`config.mk`:
```
export PLATFORM = sky130hd
export DESIGN_NAME = skewed_input_ctrl
export DESIGN_NICKNAME = d
export VERILOG_FILES = /design/src/rtl/skewed_input_ctrl.sv
export SDC_FILE = /design/constraint.sdc
export NUM_CORES = 2
export LEC_CHECK = 0
export CAP_MARGIN = 20
export CORE_MARGIN = 1
export CORE_UTILIZATION = 30
export DETAILED_ROUTE_END_ITERATION = 12
export PLACE_DENSITY_LB_ADDON = 0.08
export SYNTH_ARGS = -nofsm -noshare
export SYNTH_HDL_FRONTEND = slang
export SYNTH_SLANG_ARGS = --single-unit
```
`constraint.sdc`:
```
create_clock -name clk -period 7.7 [get_ports clk]
set_input_delay 1.925 -clock clk [delete_from_list [all_inputs] [get_ports clk]]
set_output_delay 1.925 -clock clk [all_outputs]
set_load 0.01 [all_outputs]
```
`src/rtl/skewed_input_ctrl.sv`:
```
// skewed_input_ctrl: per-channel input FIFOs for a systolic array edge.
// A write pushes a full vector into every row and column FIFO as one all-or-nothing
// decision. A read starts a pop wave that reaches channel k k cycles after channel 0.
// Cycles with no pop on a channel output a zero word with valid low.
//
// Ports:
//   clk, rst            clock, synchronous active-high reset
//   flush               synchronous soft clear (same effect as rst)
//   ainport / winport   activation (ROWS x DW) / weight (COLS x DW) input vectors
//   write / read        push a vector / start a skewed pop wave
//   afulls / wfulls     per-channel full flags
//   aemptys / wemptys   per-channel empty flags
//   as / ws             registered per-channel output words
//   avalid / wvalid     per-channel output valid
//   busy                a pop wave is still in flight past channel 0
//   err_ovf / err_udf   sticky overflow / underflow flags
module skewed_input_ctrl #(
    parameter int unsigned ROWS  = 8,
    parameter int unsigned COLS  = 8,
    parameter int unsigned DW    = 8,
    parameter int unsigned DEPTH = 16
) (
    input  logic                 clk,
    input  logic                 rst,
    input  logic                 flush,
    input  logic [ROWS*DW-1:0]   ainport,
    input  logic [COLS*DW-1:0]   winport,
    input  logic                 write,
    input  logic                 read,
    output logic [ROWS-1:0]      afulls,
    output logic [COLS-1:0]      wfulls,
    output logic [ROWS-1:0]      aemptys,
    output logic [COLS-1:0]      wemptys,
    output logic [ROWS*DW-1:0]   as,
    output logic [COLS*DW-1:0]   ws,
    output logic [ROWS-1:0]      avalid,
    output logic [COLS-1:0]      wvalid,
    output logic                 busy,
    output logic                 err_ovf,
    output logic                 err_udf
);

    localparam int unsigned AW    = $clog2(DEPTH);
    localparam int unsigned CW    = AW + 1;
    localparam int unsigned MAXRC = (ROWS > COLS) ? ROWS : COLS;
    // Delay line holds read delayed by 1..MAXRC-1 cycles; kept at least one bit wide.
    localparam int unsigned DLYW  = (MAXRC > 1) ? MAXRC - 1 : 1;

    // FIFO storage (not reset; contents are only meaningful under the counts)
    logic [DW-1:0] amem_q [ROWS][DEPTH];
    logic [DW-1:0] wmem_q [COLS][DEPTH];

    logic [AW-1:0] a_wp_q [ROWS], a_wp_d [ROWS];
    logic [AW-1:0] a_rp_q [ROWS], a_rp_d [ROWS];
    logic [CW-1:0] a_cnt_q[ROWS], a_cnt_d[ROWS];
    logic [AW-1:0] w_wp_q [COLS], w_wp_d [COLS];
    logic [AW-1:0] w_rp_q [COLS], w_rp_d [COLS];
    logic [CW-1:0] w_cnt_q[COLS], w_cnt_d[COLS];

    logic [ROWS*DW-1:0] as_q, as_d;
    logic [COLS*DW-1:0] ws_q, ws_d;
    logic [ROWS-1:0]    avalid_q, avalid_d;
    logic [COLS-1:0]    wvalid_q, wvalid_d;
    logic [DLYW-1:0]    dly_q, dly_d;
    logic               err_ovf_q, err_ovf_d;
    logic               err_udf_q, err_udf_d;

    logic [MAXRC-1:0]   pop_c;
    logic               wr_acc_c;

    // Per-channel status straight from the counts
    always_comb begin : status
        for (int unsigned i = 0; i < ROWS; i++) begin
            afulls[i]  = (a_cnt_q[i] == CW'(DEPTH));
            aemptys[i] = (a_cnt_q[i] == '0);
        end
        for (int unsigned j = 0; j < COLS; j++) begin
            wfulls[j]  = (w_cnt_q[j] == CW'(DEPTH));
            wemptys[j] = (w_cnt_q[j] == '0);
        end
    end

    // Channel k pops when read was high k cycles ago; channel 0 uses read directly
    always_comb begin : pop_select
        pop_c    = '0;
        pop_c[0] = read;
        for (int unsigned k = 1; k < MAXRC; k++) begin
            pop_c[k] = dly_q[k-1];
        end
        // Whole-vector write decision uses pre-pop fullness
        wr_acc_c = write && !((|afulls) || (|wfulls));
    end

    always_comb begin : next_state
        logic pop_ok;
        logic udf;
        pop_ok    = 1'b0;
        udf       = 1'b0;
        dly_d     = DLYW'({dly_q, read});
        as_d      = '0;
        ws_d      = '0;
        avalid_d  = '0;
        wvalid_d  = '0;
        a_wp_d    = a_wp_q;
        a_rp_d    = a_rp_q;
        a_cnt_d   = a_cnt_q;
        w_wp_d    = w_wp_q;
        w_rp_d    = w_rp_q;
        w_cnt_d   = w_cnt_q;
        err_ovf_d = err_ovf_q | (write & ~wr_acc_c);

        for (int unsigned i = 0; i < ROWS; i++) begin
            pop_ok = pop_c[i] && (a_cnt_q[i] != '0);
            if (pop_c[i] && !pop_ok) udf = 1'b1;
            if (pop_ok) begin
                as_d[i*DW +: DW] = amem_q[i][a_rp_q[i]];
                avalid_d[i]      = 1'b1;
                a_rp_d[i]        = a_rp_q[i] + AW'(1);
            end
            if (wr_acc_c) a_wp_d[i] = a_wp_q[i] + AW'(1);
            a_cnt_d[i] = a_cnt_q[i] + CW'(wr_acc_c) - CW'(pop_ok);
        end

        for (int unsigned j = 0; j < COLS; j++) begin
            pop_ok = pop_c[j] && (w_cnt_q[j] != '0);
            if (pop_c[j] && !pop_ok) udf = 1'b1;
            if (pop_ok) begin
                ws_d[j*DW +: DW] = wmem_q[j][w_rp_q[j]];
                wvalid_d[j]      = 1'b1;
                w_rp_d[j]        = w_rp_q[j] + AW'(1);
            end
            if (wr_acc_c) w_wp_d[j] = w_wp_q[j] + AW'(1);
            w_cnt_d[j] = w_cnt_q[j] + CW'(wr_acc_c) - CW'(pop_ok);
        end

        err_udf_d = err_udf_q | udf;

        // Soft clear overrides everything except reset
        if (flush) begin
            dly_d     = '0;
            as_d      = '0;
            ws_d      = '0;
            avalid_d  = '0;
            wvalid_d  = '0;
            err_ovf_d = 1'b0;
            err_udf_d = 1'b0;
            for (int unsigned i = 0; i < ROWS; i++) begin
                a_wp_d[i]  = '0;
                a_rp_d[i]  = '0;
                a_cnt_d[i] = '0;
            end
            for (int unsigned j = 0; j < COLS; j++) begin
                w_wp_d[j]  = '0;
                w_rp_d[j]  = '0;
                w_cnt_d[j] = '0;
            end
        end
    end

    // FIFO storage write
    always_ff @(posedge clk) begin
        if (!rst && !flush && wr_acc_c) begin
            for (int unsigned i = 0; i < ROWS; i++) begin
                amem_q[i][a_wp_q[i]] <= ainport[i*DW +: DW];
            end
            for (int unsigned j = 0; j < COLS; j++) begin
                wmem_q[j][w_wp_q[j]] <= winport[j*DW +: DW];
            end
        end
    end

    // State register
    always_ff @(posedge clk) begin
        if (rst) begin
            a_wp_q    <= '{default: '0};
            a_rp_q    <= '{default: '0};
            a_cnt_q   <= '{default: '0};
            w_wp_q    <= '{default: '0};
            w_rp_q    <= '{default: '0};
            w_cnt_q   <= '{default: '0};
            as_q      <= '0;
            ws_q      <= '0;
            avalid_q  <= '0;
            wvalid_q  <= '0;
            dly_q     <= '0;
            err_ovf_q <= 1'b0;
            err_udf_q <= 1'b0;
        end else begin
            a_wp_q    <= a_wp_d;
            a_rp_q    <= a_rp_d;
            a_cnt_q   <= a_cnt_d;
            w_wp_q    <= w_wp_d;
            w_rp_q    <= w_rp_d;
            w_cnt_q   <= w_cnt_d;
            as_q      <= as_d;
            ws_q      <= ws_d;
            avalid_q  <= avalid_d;
            wvalid_q  <= wvalid_d;
            dly_q     <= dly_d;
            err_ovf_q <= err_ovf_d;
            err_udf_q <= err_udf_d;
        end
    end

    assign as      = as_q;
    assign ws      = ws_q;
    assign avalid  = avalid_q;
    assign wvalid  = wvalid_q;
    // Any pending pop for channels 1.. means the wave is still in flight
    assign busy    = (MAXRC > 1) ? (|dly_q) : 1'b0;
    assign err_ovf = err_ovf_q;
    assign err_udf = err_udf_q;

endmodule

```
==> flow_metrics.tcl <==
set metrics [dict create \
    std_cell_rows 206 \
    dr_wl_met2_um 119000 \
    outcome "complete, but fails checks" \
    crit_path_max_incr_delay_ns 0.93 \
    wl_met1_um 117000 \
    post_cts_resized 0 \
    synth_cell_type_count 45 \
    syn_inst 5071 \
    syn_area_um2 94800 \
    post-route-period-util_pct 67.0 \
    finalHoldViolations 0 \
    slew_violations 0 \
    hpwl_um 163000 \
    startpoint "a_cnt_q[12]" \
    grtUsageTotal_pct 15.7 \
    clockBufferDepth 4 \
    yosysTopAreaCell "edfxtp_1" \
    critPathTopFamily "buffers and inverters" \
    drc 6 \
    crit_required_ns 5.78 \
    hp-start "w_rp_q[12]" \
    setup_viol 0 \
    synth_nets 5396 \
    first_pass_iters 11 \
    asyncSetResetFlopFracSynth_pct 0 \
    drt_first_iter_violations 3068 \
    vias 46800 \
    ys_seq_area_share_pct 72.5 \
    io_pins 312 \
    finish.utilization_pct 35.5 \
    setup_ws_ns 2.54 \
    clk_pin_slew_worst_paths_ns 0.06 \
    leakage_nw 35.4 \
    die_h_um 564 \
    path_max_fanout 3 \
    path_buf_inv 3 \
    htreeDepth 5 \
    reg2reg_slack_ns 3.01 \
    synth_most_common_cell "edfxtp_1" \
    clock.fmax_ghz 0.194 \
    ys_ff_latch 2409 \
    worst_path_max_delay_cell "nor4b_1" \
    avgRoutedWirePerCell_um 25.6 \
    cts.sinks 2409 \
    wl_um 252000 \
    reg2reg_depth 19 \
    peakVddDrop_uv 277 \
    path_class "flip-flop to output pin" \
    top_layer "met5" \
    syn_avg_cell_area_um2 18.7 \
    io_buffers 311 \
    fin_crit_ns 5.16 \
    hp-class "flip-flop to flip-flop" \
    yosys-top-cells-area "edfxtp_1, mux4_2, dfxtp_1, ha_1, and3_1" \
    start_util_pct 30.1 \
    violations "design-rule violations" \
    fin_nets 5764 \
    postCtsSetupRepairBufs 0 \
    cap_violations 0 \
    crit_path_end "aemptys[5]" \
    final.setup.tns_ns 0 \
    postRouteAntennaNets 0 \
    grt_pass1_vias 49100 \
    tightestPinTransition_ns 1.16 \
    grt_max_degree 123 \
    grt_setup_unrepaired "no" \
    met3_length_um 9200 \
    synth_warnings 0 \
    end_kind "output pin" \
    via_per_inst 4.76 \
    pre_cts_ws_ns 2.19 \
    hold_buffers 0 \
    grt_pass1_wl_um 364000 \
    synth_edf_count 2048 \
    min_delay_path_depth 2 \
    synthTopCellsByCount "edfxtp_1, mux4_2, dfxtp_1" \
    grt_overflow 0 \
    p_per_area_nw_per_um2 279 \
    cts_root_buffer "clkbuf_16" \
    antenna_found_initial 21 \
    slew-limit-headroom_pct 21.9 \
    hold-worst-slack_ns 0.506 \
    worstReg2RegEnd "a_cnt_q[24]" \
    synth_top_area_share_pct 64.9 \
    coreArea_um2 315000 \
    clk-insertion-delay-late_ns 0.89 \
    die_x_um 564 \
    power_mw 31.2 \
    finClkSkew_ns 0.0513 \
    drive_above_1_share_pct 19.0 \
    crit_path_start_kind "flip-flop" \
    worstPathArrival_ns 3.23 \
    crit_chain "inv_1 > ha_1 > nor4b_1 > buf_4 > clkdlybuf4s50_1" \
    areaGrowthSynthToFinish_pct 18.0 \
    dieArea_um2 318000 \
    cts_made_buffers 286 \
    place.gp.congestion 0.741 \
    synth_ff_type "edfxtp_1" \
    cp.depth 5 \
    cts_tree "yes" \
    r2r-start "w_cnt_q[22]" \
]
cells by family (layout without fill, tap and decap cells):
| kind of cell | after synthesis | count (layout) | synth area share (%) |
|---|---|---|---|
| AOI/OAI and AO/OA | 443 | 443 | 3.04 |
| xor gates and xnor gates | 85 | 85 | 0.785 |
| adders and majority gates | 192 | 192 | 2.66 |
| buffers and inverters | 472 | 1074 | 1.99 |
| DFF | 2409 | 2409 | 72.5 |
| muxes | 660 | 660 | 14.1 |
| other | 0 | 11 | 0 |
| and+or+nand+nor | 810 | 810 | 4.96 |
worst min-delay path by stage:
stage | to | slack (ns)
floorplan | dly_q[5] | 0.46
global placement | w_rp_q[12] | 0.48
detailed placement | w_rp_q[12] | 0.49
CTS | w_rp_q[12] | 0.50
global route | w_rp_q[19] | 0.54
finish | w_rp_q[12] | 0.51
final cells by class:
type / instances / area [µm²]
Antenna cell: 11 / 27.5
Clock buffer: 391 / 7890
Clock inverter: 131 / 1380
Fill cell: 29300 / 203000
Inverter: 169 / 636
Multi-Input combinational cell: 2190 / 24300
Sequential cell: 2409 / 68700
Tap cell: 4160 / 5200
Timing Repair Buffer: 383 / 3690
per-layer routing:
layer	global-route usage, %	up-vias
met1	22.0	24600
met3	2.34	368
met4	4.72	12
met2	25.3	874
li1	-	21000
met5	0	-
state kept, by name, indices dropped and copies added, names as in the netlist:
signal	count
err_ovf	1
w_wp_q	32
dly_q	7
wmem_q	1024
amem_q	1024
a_rp_q	32
err_udf	1
w_cnt_q	40
a_cnt_q	40
w_rp_q	32
wvalid	8
avalid	8
a_wp_q	32
ws	64
as	64
where the power goes:
group / switching (mW) / total [mW] / leakage (nW) / internal (mW)
registers: 0.175 / 14.6 / 21.3 / 14.4
clock network: 5.57 / 13.4 / 4.49 / 7.80
logic: 2.15 / 3.21 / 9.61 / 1.06
placed cells by master (no fill, tap or decap), drive strengths merged, types with 52 or more instances in the layout:
cell type / Yosys / layout
nand2: 59 / 59
nor2: 138 / 138
and3: 251 / 251
mux2i: 123 / 123
clkbuf: 166 / 391
nor2b: 167 / 167
a21oi: 95 / 95
clkdlybuf4s50: 0 / 310
xor2: 52 / 52
dfxtp: 361 / 361
mux4: 537 / 537
o21ai: 87 / 87
clkinv: 0 / 85
a211oi: 182 / 182
buf: 137 / 73
inv: 169 / 185
edfxtp: 2048 / 2048
ha: 176 / 176
worst register-to-register path, delay by kind of cell (launching register included):
| family | cells | cell delay (ns) |
|---|---|---|
| AOI/OAI and AO/OA | 2 | 0.27 |
| adders and majority gates | 4 | 0.91 |
| buffers and inverters | 7 | 1.56 |
| DFF | 1 | 0.34 |
| and+or+nand+nor | 6 | 1.55 |
metrics by stage:
stage	instances	cell area, µm²
3_3_place_gp	9311	103000
4_1_cts	9833	112000
2_1_floorplan	5071	94800
3_5_place_dp	9311	103000
6_report	9844	112000
5_1_grt	9836	112000
Note: power is estimated with default switching activity, not from simulation.
